## src/rtl/alu_arbiter.sv

```systemverilog
// rtl/alu_arbiter.sv - round-robin arbiter sharing one multi-cycle ALU between two requesters
// Define ALU_ARB_TIMEOUT_EN to add a watchdog that abandons an ALU operation after TIMEOUT_CYCLES.
module alu_arbiter #(
  parameter int WIDTH          = 32,
  parameter int TIMEOUT_CYCLES = 64
) (
  input  logic             clk,
  input  logic             rst,
  input  logic             req0_valid,
  input  logic [WIDTH-1:0] req0_a,
  input  logic [WIDTH-1:0] req0_b,
  output logic             req0_ready,
  input  logic             req1_valid,
  input  logic [WIDTH-1:0] req1_a,
  input  logic [WIDTH-1:0] req1_b,
  output logic             req1_ready,
  output logic             rsp0_valid,
  output logic [WIDTH-1:0] rsp0_data,
  output logic             rsp1_valid,
  output logic [WIDTH-1:0] rsp1_data,
  output logic [WIDTH-1:0] alu_a,
  output logic [WIDTH-1:0] alu_b,
  output logic             alu_in_valid,
  input  logic [WIDTH-1:0] alu_out,
  input  logic             alu_out_valid,
  output logic             busy,
  output logic             grant_id,
  output logic             err
);

  typedef enum logic [1:0] {IDLE, ISSUE, WAIT, RESP} state_t;

  state_t           state_q, state_d;
  logic             grant_id_q, grant_id_d;
  logic             last_grant_q, last_grant_d;
  logic [WIDTH-1:0] a_q, a_d;
  logic [WIDTH-1:0] b_q, b_d;
  logic [WIDTH-1:0] rsp0_data_q, rsp0_data_d;
  logic [WIDTH-1:0] rsp1_data_q, rsp1_data_d;
  logic             any_valid;
  logic             pick;
  logic             timed_out;

  if (TIMEOUT_CYCLES < 1) begin : g_bad_timeout_cfg
    $error("alu_arbiter: TIMEOUT_CYCLES must be at least 1");
  end

  assign any_valid = req0_valid | req1_valid;
  // On a tie the requester that did not win last time goes next.
  assign pick      = (req0_valid & req1_valid) ? ~last_grant_q : ~req0_valid;

  always_comb begin
    state_d      = state_q;
    grant_id_d   = grant_id_q;
    last_grant_d = last_grant_q;
    a_d          = a_q;
    b_d          = b_q;
    rsp0_data_d  = rsp0_data_q;
    rsp1_data_d  = rsp1_data_q;
    req0_ready   = 1'b0;
    req1_ready   = 1'b0;
    case (state_q)
      IDLE: begin
        if (any_valid) begin
          req0_ready = ~pick;
          req1_ready = pick;
          grant_id_d = pick;
          a_d        = pick ? req1_a : req0_a;
          b_d        = pick ? req1_b : req0_b;
          state_d    = ISSUE;
        end
      end
      ISSUE: state_d = WAIT;
      WAIT: begin
        if (alu_out_valid) begin
          if (grant_id_q) rsp1_data_d = alu_out;
          else            rsp0_data_d = alu_out;
          state_d = RESP;
        end else if (timed_out) begin
          last_grant_d = grant_id_q;
          state_d      = IDLE;
        end
      end
      RESP: begin
        last_grant_d = grant_id_q;
        state_d      = IDLE;
      end
      default: state_d = IDLE;
    endcase
  end

  always_ff @(posedge clk) begin
    if (rst) begin
      state_q      <= IDLE;
      grant_id_q   <= 1'b0;
      last_grant_q <= 1'b1;
      a_q          <= '0;
      b_q          <= '0;
      rsp0_data_q  <= '0;
      rsp1_data_q  <= '0;
    end else begin
      state_q      <= state_d;
      grant_id_q   <= grant_id_d;
      last_grant_q <= last_grant_d;
      a_q          <= a_d;
      b_q          <= b_d;
      rsp0_data_q  <= rsp0_data_d;
      rsp1_data_q  <= rsp1_data_d;
    end
  end

`ifdef ALU_ARB_TIMEOUT_EN
  localparam int CNT_W = (TIMEOUT_CYCLES > 1) ? $clog2(TIMEOUT_CYCLES) : 1;

  logic [CNT_W-1:0] cnt_q, cnt_d;
  logic             err_q, err_d;

  // cnt_q equals the number of WAIT cycles already completed before the current one.
  assign timed_out = (cnt_q == CNT_W'(TIMEOUT_CYCLES - 1));

  always_comb begin
    cnt_d = cnt_q;
    err_d = 1'b0;
    if (state_q == ISSUE) begin
      cnt_d = '0;
    end else if (state_q == WAIT) begin
      cnt_d = cnt_q + 1'b1;
      err_d = timed_out & ~alu_out_valid;
    end
  end

  always_ff @(posedge clk) begin
    if (rst) begin
      cnt_q <= '0;
      err_q <= 1'b0;
    end else begin
      cnt_q <= cnt_d;
      err_q <= err_d;
    end
  end

  assign err = err_q;
`else
  assign timed_out = 1'b0;
  assign err       = 1'b0;
`endif

  assign busy         = (state_q != IDLE);
  assign grant_id     = grant_id_q;
  assign alu_in_valid = (state_q == ISSUE);
  assign alu_a        = a_q;
  assign alu_b        = b_q;
  assign rsp0_valid   = (state_q == RESP) & ~grant_id_q;
  assign rsp1_valid   = (state_q == RESP) & grant_id_q;
  assign rsp0_data    = rsp0_data_q;
  assign rsp1_data    = rsp1_data_q;

endmodule

```

## config.mk

```make
export PLATFORM = sky130hd
export DESIGN_NAME = alu_arbiter
export DESIGN_NICKNAME = d
export VERILOG_FILES = /design/src/rtl/alu_arbiter.sv
export SDC_FILE = /design/constraint.sdc
export NUM_CORES = 1
export LEC_CHECK = 0
export ABC_CLOCK_PERIOD_IN_PS = 4300
export BUFFER_PORTS_ARGS = -buffer_cell sky130_fd_sc_hd__buf_2
export CORE_MARGIN = 3
export CORE_UTILIZATION = 40
export DETAILED_ROUTE_END_ITERATION = 8
export GPL_ROUTABILITY_DRIVEN = 0
export PLACE_DENSITY = 0.85
export SLEW_MARGIN = 20
export SYNTH_ARGS = -nofsm -noshare
export SYNTH_HDL_FRONTEND = slang
export SYNTH_SLANG_ARGS = --single-unit
```

## constraint.sdc

```tcl
create_clock -name clk -period 4.3 [get_ports clk]
set_clock_uncertainty 0.15 [all_clocks]
set_input_delay 0.215 -clock clk [delete_from_list [all_inputs] [get_ports clk]]
set_output_delay 0.215 -clock clk [all_outputs]
set_load 0.02 [all_outputs]
```

==> metrics list, run 1 <==
- Critical path capture point type: flop
- Cell row count: a little over 40
- The Yosys step of the flow raised 0 warnings.
- The number of global-route vias before repair came to between 7000 and 8000.
- TritonCTS built the clock tree.
- At the later pin of the worst-skew pair, clock insertion delay measures roughly 0.41 ns.
- Average via count per standard cell: 5.60
- In this run the deepest clock path goes through 2 buffers.
* Leakage dissipation: 4.17 nW
* Synth Cell Area: approximately 5400 µm²
- Sequential cell area: ~2600 µm²
- The number of pins with negative max-slew slack in the final report is 0.
- Counting distinct cell types in the post-synthesis netlist gives 29.
- STA puts the critical path data required time at 4.51 ns.
* Number of nets in the finished design: approximately 1300
* Number of flip-flops and latches in the synthesized netlist: 132
- After detailed routing, the number of remaining DRC violations is 0.
- Sum of net half-perimeters after detailed placement: around 13000 µm
* Ranking of synthesized cells by area: dfxtp_1 49%, a311oi_1 10%, nand2_1 8.8%
- Internal power component: between 3 and 4 mW
* Hold_sp: alu_out_valid
- R2r startpoint: last_grant_q
* Worst Tran Pin Value: ~1 ns
- VDD sags by at most around 0.37 mV.
- The number of cells on the worst reg-to-reg path is 5.
- Number of buffers added by the clock tree synthesis step: 17
- Hold depth: 3
- After routing, the total negative slack on setup checks comes to 0 ns.
- For this block, the routed nets add up to around 23000 µm of wire.
- Of all cell types, the one taking the most synthesized area is dfxtp_1.
- Number of iterations in the first detailed-routing pass: 5
* Number of antenna violations at the first check in global routing: 4
- The H-tree was split into 4 levels.
* Pre-CTS setup slack: roughly 2.1 ns
* Sw Pwr: 1.87 mW
* Top cells by count, synth: 132 x dfxtp_1, 128 x nand2_1, 66 x nor2_1
- Data on the critical path arrives at its endpoint at between 3 and 4 ns.
- In this run, synthesis inferred 0 flip-flops with an integrated enable.
* I/O pin cnt: ~300
- Max-cap violations in this run came to 0.
* Number of routed nets with antenna violations: 0
- Port buffer count: between 200 and 300
- Critical path, cell by cell: nand2b_2 -> buf_4 -> nand3_1 -> a311oi_1 -> dlygate4sd3_1
* Worst hold-check path type: input port to flop
* Number of design-rule violations left by the first detailed-router iteration: 639
* Minimum setup slack in the final design: between 1 and 1.5 ns
- Yosys instantiated no cell more often than dfxtp_1.
* Endpoint of the worst-slack reg-to-reg timing path: alu_b[2]
- The flow ran to the end, and the final reports show no timing, DRC or antenna violations.
* Wire length of the first global-routing pass: ~36000 µm
* Total nets after synthesis: roughly 850
- Of the total power, registers draw 0.330.
- Along the worst path, the maximum fanout reaches 42.
* Fillers: between 900 and 1000
- The die covers between 15000 and 20000 µm².
* Register-to-register setup slack: roughly 1.4 ns
- Part of the Yosys area used for sequential elements: 0.486
- Setup repair after global routing left no endpoint under its margin.
* CTS Root Buffer Type: clkbuf_16
* Starting density of the core: 0.420
- CTS saw around 130 sinks.
- Horizontal die dimension: between 100 and 150 µm
- Area growth syn-to-layout: 67.8%
- After clock tree synthesis, the repair step resized 0 gates.
- Setup violators final: 0
- Hold Buf Count CTS: roughly 160
* Fraction of final layout cells with drive strength greater than 1: 0.307
- Clock share of power: 0.293
* Number of post-CTS setup repair buffers: 0
* Cells after Synth: slightly below 700
* Placeable Area: approximately 13000 µm²
* Total routing resource utilization after global routing: 0.305
- Delay of the slowest critical-path stage: between 0.7 and 0.8 ns
- The path with the worst hold slack has its endpoint at state_q[1].
- Net Sw Frac: 0.362
- Of the post-synthesis cell area, the dominant cell type holds 0.486.
- Final hold vios: 0
- The multi-input combinational cells in the finished layout cover a total of ~2400 µm².
- Synth async-reset ratio: 0
* Post-Synthesis Mean Instance Area: just under 8 µm²
- Most used flip-flop cell after synthesis: dfxtp_1
* Largest net degree at the start of global routing: 82
- For this run the aggregate overflow at the end of global routing stands at 0.
- The routed layout has just over 7000 vias.
* Crit path max-delay cell type: nand2b_2
* Areal power density over the cells: approximately 570 nW/µm²
* Average detailed-routed wire length per instance: roughly 18 µm
- DIE HEIGHT: around 120 µm
* Pwr Total: around 5 mW
- Minimum period implied by the final worst setup slack: 2.92 ns
- Clock transition at the registers of the reported paths: 0.06 ns
* Worst slew slack as a fraction of its limit: 0.314
- The worst setup path is launched from a flop.
* Share of the clock period used by the worst path: 0.679
* Highest clock frequency the design can meet: between 300 and 400 MHz
- Start-to-end type of the worst setup path: flop to flop
* Combinational cell fraction of total power: 0.377
-- cell type report --
type	instances	area share
sequential	132	0.290
clock buffer	24	0.0539
inverter	6	0.00247
antenna	3	0.000823
tap	172	0.0236
timing repair buffer	466	0.347
multi-input combinational	473	0.269
clock inverter	8	0.0134
-- critical path: cells and delay by family (launching register included) --
family	cells	cell delay (ns)
and+or+nand+nor	2	0.88
AOI/OAI and AO/OA	1	0.41
buffers and inverters	2	1.05
DFF	1	0.34
-- layout by cell type, fill, tap and decap left out, drive strengths merged, types with 6 or more instances in the layout --
master       Yosys  routed
nand2          128     128
a311oi          64      64
inv              6       6
clkbuf          33      24
buf             39     305
nor2            66      66
nand3           65      65
o21ai           64      64
dfxtp          132     132
dlygate4sd3      0     161
a21oi           65      65
-- cell families (layout without fill, tap and decap cells) --
kind of cell	Yosys count	count (layout)	synth area share
AO/OA/AOI/OAI	198	198	0.230
adder cells (fa/ha/maj)	4	4	0.00921
buffers and inverters	78	504	0.0663
flip-flops	132	132	0.486
multiplexers	1	1	0.00184
other	1	4	0.000690
AND/OR/NAND/NOR	269	269	0.206
-- metal layers --
metal	GRT usage	wire (µm)	vias up
met3	0.0954	2490	133
met5	0	13	-
met2	0.516	11500	521
met1	0.333	8140	3312
li1	-	-	3227
met4	0.185	1370	2
-- how the worst max path moves through the flow --
stage	start	slack, ns	end
final	last_grant_q	1.38	alu_b[2]
after global routing	last_grant_q	1.28	alu_b[2]
after CTS	last_grant_q	1.51	alu_a[0]
after detailed placement	state_q[0]	2.11	rsp0_data[17]
after global placement	state_q[0]	2.14	rsp1_data[6]
after floorplan	state_q[0]	2.42	req1_ready
-- power groups by stage --
stage	registers, mW	logic [mW]	clock network (mW)
floorplan	2.04	0.654	0
global placement	1.68	1.49	0
detailed placement	1.69	1.52	0
CTS	1.67	1.85	1.51
global route	1.72	2.07	1.57
finish	1.70	1.95	1.51
-- flip-flops by register name (all words and copies together), names as in the netlist --
name / cells
alu_a: 32
alu_b: 32
rsp0_data: 32
rsp1_data: 32
state_q: 2
grant_id: 1
last_grant_q: 1
-- through the flow --
| stage | utilization | instances | instance area (µm²) | hold slack [ns] |
|---|---|---|---|---|
| after floorplan | - | 683 | 5430 | 0.201 |
| after global placement | 0.532 | 1088 | 6880 | 0.288 |
| after detailed placement | 0.532 | 1088 | 6880 | 0.293 |
| after CTS | 0.705 | 1281 | 9110 | 0.0951 |
| after global routing | 0.705 | 1284 | 9120 | 0.129 |
| final | 0.705 | 1284 | 9120 | 0.102 |
(Power assumes the default switching activity.)
==> inputs of run 2 (changes only) <==
--- a/config.mk
+++ b/config.mk
@@ -5,7 +5,7 @@
 export SDC_FILE = /design/constraint.sdc
 export NUM_CORES = 1
 export LEC_CHECK = 0
-export ABC_CLOCK_PERIOD_IN_PS = 4300
+export ABC_CLOCK_PERIOD_IN_PS = 2800
 export BUFFER_PORTS_ARGS = -buffer_cell sky130_fd_sc_hd__buf_2
 export CORE_MARGIN = 3
 export CORE_UTILIZATION = 40
==> constraint.sdc (replaced) <==
create_clock -name clk -period 2.8 [get_ports clk]
set_clock_uncertainty 0.15 [all_clocks]
set_input_delay 0.14 -clock clk [delete_from_list [all_inputs] [get_ports clk]]
set_output_delay 0.14 -clock clk [all_outputs]
set_load 0.02 [all_outputs]
==> run 2 against run 1 <==
Compared with the run above:
- routed wire length up 5.6%
- combinational power up 57%
- core utilization up 0.97 points
- via count up 2.8%
- non-clock buffer count up 8
- critical path type unchanged
- critical endpoint is now alu_b[3]
==> metrics list, run 2 (synthesis results as in run 1) <==
- Of the total power, the share spent switching nets is 0.370.
- Of the total power, combinational logic draws 0.378.
- Critical path, cell by cell: and2b_2 -> buf_12 -> o21ai_0 -> a311oi_1 -> dlygate4sd3_1
* Maximum clock insertion buffer count: 2
- Entering global routing, the biggest net connects 67 pins.
- Sequential fraction of design power: 0.325
* Number of antenna violations at the first check in global routing: 3
- Leakage dissipation: 4.22 nW
- Across the run, the number of max-cap violations was 0.
* Routed vias: roughly 7400
* Horizontal die dimension: ~120 µm
* Worst Tran Pin Value: 0.709 ns
- Register-to-register setup slack: 0.17 ns
* Total Die Area: ~15000 µm²
* Multi-input logic area: roughly 2400 µm²
* Starting density of the core: 0.420
- Final Slew Violations: 0
* Worst Path Required: about 3 ns
* Port buffer count: 299
* Areal power density over the cells: a little under 900 nW/µm²
- Worst slew slack as a fraction of its limit: 0.526
- CTS H-tree lvls: 4
* Total routing resource utilization after global routing: 0.316
- In the finished design, the share of the clock period the worst path needs comes to 0.938.
- Highest-count cells in the layout ignoring fill and taps: 298 x buf_2, 161 x dlygate4sd3_1, 132 x dfxtp_1
* Average via count per standard cell: about 5.7
- TritonCTS built the clock tree.
- Wire length reported by the detailed router: roughly 25000 µm
- Gr ovfl total: 0
- Vias in the first global route: approximately 7300
* Worst-path fanout max: 34
- For this run, the slowest stage of the critical path takes 0.62 ns.
- In this run the vertical extent of the chip is ~120 µm.
* Outcome: complete, no violations
- After layout, the minimum clock period comes to approximately 2.6 ns.
- The pre-antenna-repair detailed-routing pass consisted of 5 iterations.
* Number of buffers added by the clock tree synthesis step: 17
- Start-to-end type of the worst setup path: flop to flop
- Area growth syn-to-layout: 70.2%
* Wire length of the first global-routing pass: roughly 37000 µm
* Clock share of power: 0.297
* Fillers: 860
- Worst hold-check path type: input port to flop
* Leading cell type in the layout, fill and taps excluded: buf_2
* Clk_lat worst skew: between 0.4 and 0.5 ns
- Of the cells placed in the final design, the portion with a size suffix greater than 1 is 0.313.
- Number of design-rule violations left by the first detailed-router iteration: between 700 and 800
- The tree is rooted in a clkbuf_16.
* Sw Pwr: around 3.0 mW
- Setup violations remaining at the end of the flow were counted as 0.
- Post-Route Setup TNS: 0 ns
- Highest clock frequency the design can meet: between 300 and 400 MHz
- After detailed routing, the average wire length per cell comes to 19.2 µm.
- Placeable Area: about 13000 µm²
- The HPWL after detailed placement is ~13000 µm.
- For this run, the number of standard cells in the final layout without fillers is between 1000 and 1500.
- Number of nets in the finished design: 1274
- The count of nets left with antenna violations once routing finished came out at 0.
- Worst-case vdd ir drop: ~0.54 mV
* Internal power component: approximately 5 mW
- The worst setup path is captured at a flop.
- Sequential cell area: approximately 2600 µm²
- Final hold vios: 0
- For the worst setup path, the data arrival time is 2.83 ns.
- I/O pin cnt: 301
* Count of placed standard cells including taps: about 1100
- Count of instances resized after the clock tree is built: 0
- The slowest stage of the critical path is the and2b_2 cell.
* Cell row count: ~40
- DRC errors left: 0
- Clock transition at the registers of the reported paths: around 0.06 ns
- CP Launch Type: flop
* Number of clock sinks: between 100 and 150
- Unrepaired setup endpoints after global routing: false
## run 2: routing by layer
metal,share of wire,vias to the layer above,track usage
li1,-,3248,-
met1,0.35,3410,0.336
met3,0.10,142,0.0949
met2,0.49,593,0.557
met5,0.00044,-,0
met4,0.060,2,0.176
## run 2: layout make-up
type | instances | area share
clock buffer | 18 | 0.0475
antenna | 3 | 0.000812
tap | 172 | 0.0233
inverter | 6 | 0.00244
multi-input combinational | 474 | 0.265
timing repair buffer | 474 | 0.353
clock inverter | 14 | 0.0218
sequential | 132 | 0.286
## run 2: power by group through the flow
stage | clock (mW) | sequential, mW | combinational [mW]
finish | 2.42 | 2.64 | 3.07
global route | 2.53 | 2.67 | 3.27
CTS | 2.42 | 2.59 | 2.88
detailed placement | 0 | 2.61 | 2.36
global placement | 0 | 2.61 | 2.32
floorplan | 0 | 3.13 | 1.00
## run 2: worst max-delay path, delay by kind of cell (launching register included)
kind / cells / cell delay, ns
buf+inv: 2 / 0.90
flops: 1 / 0.32
compound gates: 2 / 0.57
simple gates: 1 / 0.62
## run 2: what timing repair did
action                                  CTS  global route
hold buffers                            161             0
hold endpoints to repair                130             0
endpoints found under the setup margin    0             2
buffers inserted                          0             0
## run 2: per-stage QoR
| stage | total power, mW | hold slack [ns] | setup WS [ns] | util | instance area [µm²] |
|---|---|---|---|---|---|
| final | 8.13 | 0.0651 | 0.174 | 0.715 | 9240 |
| after global routing | 8.46 | 0.0808 | 0.0350 | 0.715 | 9240 |
| after CTS | 7.88 | 0.0187 | 0.261 | 0.714 | 9230 |
| after detailed placement | 4.97 | 0.249 | 0.770 | 0.540 | 6980 |
| after global placement | 4.93 | 0.243 | 0.888 | 0.540 | 6980 |
| after floorplan | 4.13 | 0.126 | 0.996 | - | 5430 |
## run 2: final timing paths
check / from / endpoint / cells after the start
max: last_grant_q / alu_b[3] / 5
min: rst / grant_id / 2
max reg2reg: last_grant_q / alu_b[3] / 5
min reg2reg: rsp1_data[10] / rsp1_data[10] / 2
